## src/rtl/alu_n_pkg.sv

```systemverilog
// Shared opcodes, FSM state type and opcode
// predicates for the digit-serial ALU.
package alu_n_pkg;

  localparam logic [3:0] OP_ADD = 4'd0;
  localparam logic [3:0] OP_SUB = 4'd1;
  localparam logic [3:0] OP_ADC = 4'd2;
  localparam logic [3:0] OP_SBC = 4'd3;
  localparam logic [3:0] OP_AND = 4'd4;
  localparam logic [3:0] OP_OR  = 4'd5;
  localparam logic [3:0] OP_XOR = 4'd6;
  localparam logic [3:0] OP_MOV = 4'd7;
  localparam logic [3:0] OP_CMP = 4'd8;
  localparam logic [3:0] OP_NEG = 4'd9;

  typedef enum logic [0:0] {
    IDLE = 1'b0,
    RUN  = 1'b1
  } state_t;

  function automatic logic is_sub(
    input logic [3:0] op
  );
    return op == OP_SUB || op == OP_SBC ||
           op == OP_CMP || op == OP_NEG;
  endfunction

  function automatic logic uses_carry(
    input logic [3:0] op
  );
    return op == OP_ADC || op == OP_SBC;
  endfunction

  function automatic logic is_arith(
    input logic [3:0] op
  );
    return op <= OP_SBC || op == OP_CMP ||
           op == OP_NEG;
  endfunction

  function automatic logic is_logic(
    input logic [3:0] op
  );
    return op == OP_AND || op == OP_OR ||
           op == OP_XOR;
  endfunction

  function automatic logic is_valid(
    input logic [3:0] op
  );
    return op <= OP_NEG;
  endfunction

  function automatic logic writes_result(
    input logic [3:0] op
  );
    return op <= OP_MOV || op == OP_NEG;
  endfunction

endpackage

```

## src/rtl/alu_n_digit.sv

```systemverilog
// Combinational datapath for one digit:
// arg2 extension, inversion, add, logic ops.
module alu_n_digit
  import alu_n_pkg::*;
#(
  parameter int NSHIFT = 2
) (
  input  logic [3:0]        op,
  input  logic [NSHIFT-1:0] a,
  input  logic [NSHIFT-1:0] b,
  input  logic              ext,
  input  logic              fill,
  input  logic              cin,
  output logic [NSHIFT-1:0] res,
  output logic              cout,
  output logic              ovf
);

  logic [NSHIFT-1:0] b_x;
  logic [NSHIFT-1:0] a_x;
  logic [NSHIFT-1:0] b_y;
  logic [NSHIFT:0]   sum;
  logic [NSHIFT-1:0] low;

  // Extend, invert and add; carry into msb gives V
  always_comb begin
    b_x = ext ? {NSHIFT{fill}} : b;
    a_x = (op == OP_NEG) ? '0 : a;
    b_y = is_sub(op) ? ~b_x : b_x;
    sum = {1'b0, a_x} + {1'b0, b_y}
        + {{NSHIFT{1'b0}}, cin};
    low = {1'b0, a_x[NSHIFT-2:0]}
        + {1'b0, b_y[NSHIFT-2:0]}
        + {{(NSHIFT-1){1'b0}}, cin};
    cout = sum[NSHIFT];
    ovf  = low[NSHIFT-1] ^ sum[NSHIFT];
  end

  // Result select by opcode class
  always_comb begin
    res = '0;
    unique case (1'b1)
      is_arith(op):     res = sum[NSHIFT-1:0];
      (op == OP_AND):   res = a & b_x;
      (op == OP_OR):    res = a | b_x;
      (op == OP_XOR):   res = a ^ b_x;
      (op == OP_MOV):   res = b_x;
      default:          res = '0;
    endcase
  end

endmodule

```

## src/rtl/serial_alu_n.sv

```systemverilog
// Digit-serial ALU: op handshake, digit counter,
// running carry/sign/zero and atomic flag commit.
module serial_alu_n
  import alu_n_pkg::*;
#(
  parameter int NSHIFT     = 2,
  parameter int REG_BITS   = 8,
  parameter int MAX_BYTES  = 4,
  parameter int BYTES_BITS =
    (MAX_BYTES > 1) ? $clog2(MAX_BYTES) : 1,
  parameter int CNT_BITS   =
    $clog2(MAX_BYTES * REG_BITS / NSHIFT)
) (
  input  logic                  clk,
  input  logic                  reset,
  input  logic                  op_valid,
  output logic                  op_ready,
  input  logic [3:0]            op,
  input  logic [BYTES_BITS-1:0] len1,
  input  logic [BYTES_BITS-1:0] len2,
  input  logic                  sext2,
  input  logic [1:0]            flag_mask,
  input  logic                  advance,
  input  logic [NSHIFT-1:0]     data_in1,
  input  logic [NSHIFT-1:0]     data_in2,
  output logic [NSHIFT-1:0]     data_out,
  output logic                  result_we,
  output logic                  op_done,
  output logic [CNT_BITS-1:0]   counter,
  output logic                  flag_c,
  output logic                  flag_v,
  output logic                  flag_s,
  output logic                  flag_z
);

  localparam int DPB = REG_BITS / NSHIFT;

  state_t                state;
  logic [CNT_BITS-1:0]   cnt;
  logic [3:0]            op_q;
  logic [BYTES_BITS-1:0] len1_q;
  logic [BYTES_BITS-1:0] len2_q;
  logic                  sext2_q;
  logic [1:0]            mask_q;
  logic                  carry_q;
  logic                  sign_q;
  logic                  z_q;

  logic [CNT_BITS-1:0]   last_idx;
  logic [CNT_BITS-1:0]   last2_idx;
  logic [CNT_BITS-1:0]   byte_idx;
  logic                  ext;
  logic                  cin;
  logic                  cout;
  logic                  ovf;
  logic [NSHIFT-1:0]     res;
  logic                  run;
  logic                  step;
  logic                  is_last;
  logic                  accept;
  logic                  z_run;
  logic                  z_new;

  assign run       = (state == RUN);
  assign step      = run && advance;
  assign last_idx  =
    CNT_BITS'((int'(len1_q) + 1) * DPB - 1);
  assign last2_idx =
    CNT_BITS'((int'(len2_q) + 1) * DPB - 1);
  assign byte_idx  = cnt / CNT_BITS'(DPB);
  assign is_last   = (cnt == last_idx);
  assign ext       = byte_idx > CNT_BITS'(len2_q);
  assign cin       = (cnt != '0) ? carry_q :
                     uses_carry(op_q) ? flag_c :
                     is_sub(op_q);
  assign z_run     = ((cnt == '0) ? 1'b1 : z_q)
                   & (res == '0);
  assign z_new     = z_run &
                     (uses_carry(op_q) ? flag_z : 1'b1);

  assign op_done   = step && is_last;
  assign op_ready  = !run || op_done;
  assign accept    = op_valid && op_ready;
  assign result_we = step && writes_result(op_q);
  assign data_out  = res;
  assign counter   = cnt;

  alu_n_digit #(
    .NSHIFT (NSHIFT)
  ) u_digit (
    .op   (op_q),
    .a    (data_in1),
    .b    (data_in2),
    .ext  (ext),
    .fill (sext2_q & sign_q),
    .cin  (cin),
    .res  (res),
    .cout (cout),
    .ovf  (ovf)
  );

  // FSM, operand latch and per-digit state
  always_ff @(posedge clk) begin
    if (reset) begin
      state   <= IDLE;
      cnt     <= '0;
      op_q    <= '0;
      len1_q  <= '0;
      len2_q  <= '0;
      sext2_q <= 1'b0;
      mask_q  <= '0;
      carry_q <= 1'b0;
      sign_q  <= 1'b0;
      z_q     <= 1'b0;
    end else begin
      if (step) begin
        carry_q <= cout;
        z_q     <= z_run;
        if (cnt == last2_idx)
          sign_q <= data_in2[NSHIFT-1];
        cnt <= is_last ? '0 : cnt + 1'b1;
        if (is_last && !accept)
          state <= IDLE;
      end
      if (accept) begin
        state   <= RUN;
        cnt     <= '0;
        op_q    <= op;
        len1_q  <= len1;
        len2_q  <= (len2 > len1) ? len1 : len2;
        sext2_q <= sext2;
        mask_q  <= flag_mask;
      end
    end
  end

  // Flag commit on the last digit edge
  always_ff @(posedge clk) begin
    if (reset) begin
      flag_c <= 1'b0;
      flag_v <= 1'b0;
      flag_s <= 1'b0;
      flag_z <= 1'b0;
    end else if (op_done && is_valid(op_q)) begin
      if (mask_q[0] && op_q != OP_MOV) begin
        flag_c <= is_logic(op_q) ? 1'b0 : cout;
        flag_v <= is_logic(op_q) ? 1'b0 : ovf;
      end
      if (mask_q[1]) begin
        flag_s <= res[NSHIFT-1];
        flag_z <= z_new;
      end
    end
  end

endmodule

```

## config.mk

```make
export PLATFORM = sky130hd
export DESIGN_NAME = serial_alu_n
export DESIGN_NICKNAME = d
export VERILOG_FILES = /design/src/rtl/alu_n_pkg.sv /design/src/rtl/alu_n_digit.sv /design/src/rtl/serial_alu_n.sv
export SDC_FILE = /design/constraint.sdc
export NUM_CORES = 1
export LEC_CHECK = 0
export CELL_PAD_IN_SITES_DETAIL_PLACEMENT = 1
export CELL_PAD_IN_SITES_GLOBAL_PLACEMENT = 1
export CORE_ASPECT_RATIO = 0.6
export CORE_MARGIN = 4
export CORE_UTILIZATION = 35
export CTS_BUF_LIST = sky130_fd_sc_hd__clkbuf_8
export DETAILED_ROUTE_END_ITERATION = 16
export GPL_TIMING_DRIVEN = 1
export MAX_ROUTING_LAYER = met4
export PLACE_DENSITY_LB_ADDON = 0.1
export SYNTH_ARGS = -nofsm -noshare
export SYNTH_HDL_FRONTEND = slang
export SYNTH_SLANG_ARGS = --single-unit
```

## constraint.sdc

```tcl
create_clock -name clk -period 3.1 [get_ports clk]
set_input_delay 0.31 -clock clk [delete_from_list [all_inputs] [get_ports clk]]
set_output_delay 0.31 -clock clk [all_outputs]
set_load 0.05 [all_outputs]
```

==> summary.txt <==
Clock network
  – H-tree depth: 1
  – Clk_lat worst skew: 0.27 ns
  – Clk slew on worst S/H paths: 0.09 ns
  – Maximum root-to-sink buffer count: 2
  – CTS Sinks: 23
  – TritonCTS clock tree: built
  – Hold-fix buffers, CTS: 0
  – Root Driver: clkbuf_8
  – CTS buffer count: 3

Floorplan
  – Site row count: 18
  – Die extent in x: 93.85 um
  – Die Ht: 59.51 um
  – Area of the core: 0.004189 mm2
  – Starting Density: 36.95%
  – Num ports: 32
  – Full die area: 0.005585 mm2

Power and ir drop
  – Reg power frac: 34.1%
  – Switch share: 35.56%
  – Total design power: 947.3 uW
  – Clock Power Share: 20.3%
  – LEAKAGE: 0.0009538 uW
  – Internal cell power: 610.4 uW
  – Combinational share of power: 45.5%
  – Sw power: 336.9 uW
  – Worst vdd ir: 0.1763 mV
  – P per Cell Area: 408.8 mW/mm2

Timing
  – Slew at the pin closest to its max-slew limit: 0.9058 ns
  – Count of final hold-check violations: 0
  – Fmax: 0.2923 GHz
  – Max-slew headroom: 39.43%
  – Clk_skew: 0.01042 ns
  – Minimum clock period: 3.421 ns
  – Crit share post-route: 110.4%
  – Final setup violation count: 4
  – Slew Limit Fails: 0
  – Setup slack after layout: -0.3211 ns
  – Unrepaired setup endpoints after global routing: true

Setup path
  – R2R Path Start: counter[2]$_SDFFE_PP0P_
  – Crit. Startpoint: counter[2]$_SDFFE_PP0P_
  – Delay-heaviest family, CP: adder cells
  – CP max stage cell: fa_1
  – Crit path buf inv count: 3
  – Critical Path, Cell by Cell: inv_4 > ha_4 > and3_4 > a31o_4 > or2_4 > xnor2_4 > fa_2 > inv_2 > fa_1 > o21ai_2 > a221oi_2 > nand2_2 > buf_8
  – Worst Setup End Kind: output pin
  – Largest stage delay on the critical path: 0.53 ns
  – R2r endpoint: z_q$_SDFFE_PP0P_
  – Crit path kind: flop to output pin
  – Crit-path max FO: 3
  – CP required: 2.79 ns
  – CP startpoint kind: flop
  – Register-to-Register Path Depth: 14
  – R2R Setup Slk: -0.18 ns
  – WP data arrival: 3.11 ns

Final layout
  – Design area: 0.002317 mm2
  – Most frequent cells in the layout: 29 x clkdlybuf4s50_1, 26 x buf_4, 20 x nor2_1
  – Final core occ: 55.32%
  – Layout cells sized above 1: 31.33%
  – Nets: 266
  – Area grow syn2layout: 49.72%
  – Diodes inserted: 0
  – Final cell count without fillers: 293
  – Commonest non-fill, non-tap cell in the layout: clkdlybuf4s50_1

Synth
  – Most area-consuming cells after synthesis: dfxtp_1 30%, ha_1 8.9%, mux2i_1 7.8%, nor2_1 4.9%, inv_1 3.9%
  – Post-Synthesis Cells: 177
  – Yosys warns: 0
  – Post-Syn Nets: 209
  – Yosys cell types: 44
  – Sequential share of the synthesized area: 29.75%
  – Syn avg cell area: 8.744 um2
  – Share of Yosys cell area claimed by the top area cell type: 29.75%
  – Leading area contributor after synthesis: dfxtp_1
  – Seq cells post-synth: 23
  – Mapped Area: 0.001548 mm2

Routing
  – Drt initial violations: 56
  – Final wirelength: 5124 um
  – DRT Pass-1 Iters: 4
  – Drc violations: 0
  – Antenna viol nets, final: 0
  – Vias: 1497
  – Vias per cell: 5.109
  – WL per Instance: 17.49 um

Placed design
  – Worst slack, placed: -0.2976 ns
  – RD Place Congestion: 0.8816
  – # port buffers: 31
  – DP Wirelength: 3766 um
  – Placed Cells: 281
  – Placed instance area: 0.002105 mm2

Min path
  – Hold Startpoint: sext2_q$_SDFFE_PP0P_
  – Worst Hold End: sext2_q$_SDFFE_PP0P_
  – Hold Crit Class: flop to flop
  – WHS Path Cells: 2

Run status
  – Violated checks: setup timing
  – Outcome: finished with violations

Global route
  – First-pass GRT wire length: 8093 um
  – Largest net degree at the start of global routing: 22
  – Initial antenna violation count: 0
  – Gr ovfl total: 0
  – GRT Overall Usage: 19.52%
  – Vias in the first global route: 1550

Flow run
  – Max cap viols: 0
## stage by stage
step,TNS (ns),hold WS [ns]
after CTS,-0.5250,0.5106
after detailed placement,-0.6854,0.4903
final,-0.6054,0.5055
after global routing,-1.229,0.5550
after floorplan,-0.1352,0.4086
after global placement,-0.3582,0.4784
## layer usage
metal | routed length [um] | part of all wire (%) | vias up | global-route usage (%)
met5 | 0 | 0 | - | -
met3 | 226 | 4.4 | 6 | 4.442
met2 | 2292 | 45 | 31 | 30.17
met4 | 39 | 0.76 | 0 | 2.263
li1 | - | - | 731 | -
met1 | 2565 | 50 | 729 | 26.97
## power by group through the flow
stage / Sequential, uW / Combinational, uW / Clock, uW
2_1_floorplan: 324 / 218 / 0
3_3_place_gp: 328 / 320 / 0
3_5_place_dp: 329 / 329 / 0
4_1_cts: 323 / 397 / 197
5_1_grt: 325 / 461 / 211
6_report: 323 / 431 / 193
## Yosys cell counts, drive strengths merged
cell type  count
and3           4
a21oi          9
o21ai          8
xor2           3
a221oi         3
a21boi         1
nor2b          1
a211oi         4
nor3           5
ha            11
or2            2
dfxtp         23
inv           16
a31o           2
nand2b         4
and2           1
o21bai         1
a311oi         1
a31oi          2
mux2           2
nand3          5
o31ai          1
mux2i         12
fa             2
nor2          20
nand4b         2
a211o          1
xnor2          5
nand2         11
clkbuf         2
nor3b          1
buf            6
nand4          4
a22oi          2
## layout make-up
| cell class | count | area (um2) |
|---|---|---|
| flip-flops and latches | 23 | 470.5 |
| repair buffers | 60 | 545.5 |
| inverters | 16 | 62.56 |
| clock buffers | 3 | 41.29 |
| well taps | 60 | 75.07 |
| clock inverters | 1 | 5.005 |
| multi-input cells | 130 | 1117 |
| fillers | 485 | 1872 |
## sequential cells by signal (all words and copies together), names as in the netlist
register,flops
carry_q,1
counter,4
flag_c,1
flag_s,1
flag_v,1
flag_z,1
len1_q,2
len2_q,2
mask_q,2
op_q,4
run,1
sext2_q,1
sign_q,1
z_q,1
## cells by family after synthesis
| kind of cell | synth area share (%) |
|---|---|
| xor gates and xnor gates | 6.225 |
| buffers and inverters | 6.872 |
| adders and majority gates | 11.48 |
| AOI/OAI and AO/OA | 15.52 |
| and+or+nand+nor | 20.94 |
| muxes | 9.216 |
| DFF | 29.75 |
## repair_timing
action | CTS | global route
endpoints found under the setup margin | 4 | 5
setup buffers | 5 | 3
resized for setup | 16 | 9
pin swaps | 11 | 6
## worst register-to-register path, cell delays in order, from the launching register on
cell and delay (ns):
dfxtp_4 0.37, inv_4 0.04, ha_4 0.24, and3_4 0.15, a31o_4 0.21, or2_4 0.26
xnor2_4 0.14, fa_2 0.24, inv_2 0.04, fa_1 0.53, o21ai_2 0.08, a221oi_2 0.29
buf_4 0.17, nand4_1 0.15, a211oi_2 0.28
## how the worst max path moves through the flow
stage / cells past startpoint / slack [ns] / endpoint
floorplan: 12 / -0.12 / data_out[1]
global placement: 12 / -0.21 / data_out[1]
detailed placement: 12 / -0.30 / data_out[1]
CTS: 13 / -0.35 / data_out[1]
global route: 13 / -0.45 / data_out[1]
finish: 13 / -0.32 / data_out[1]
(Power assumes the default switching activity.)
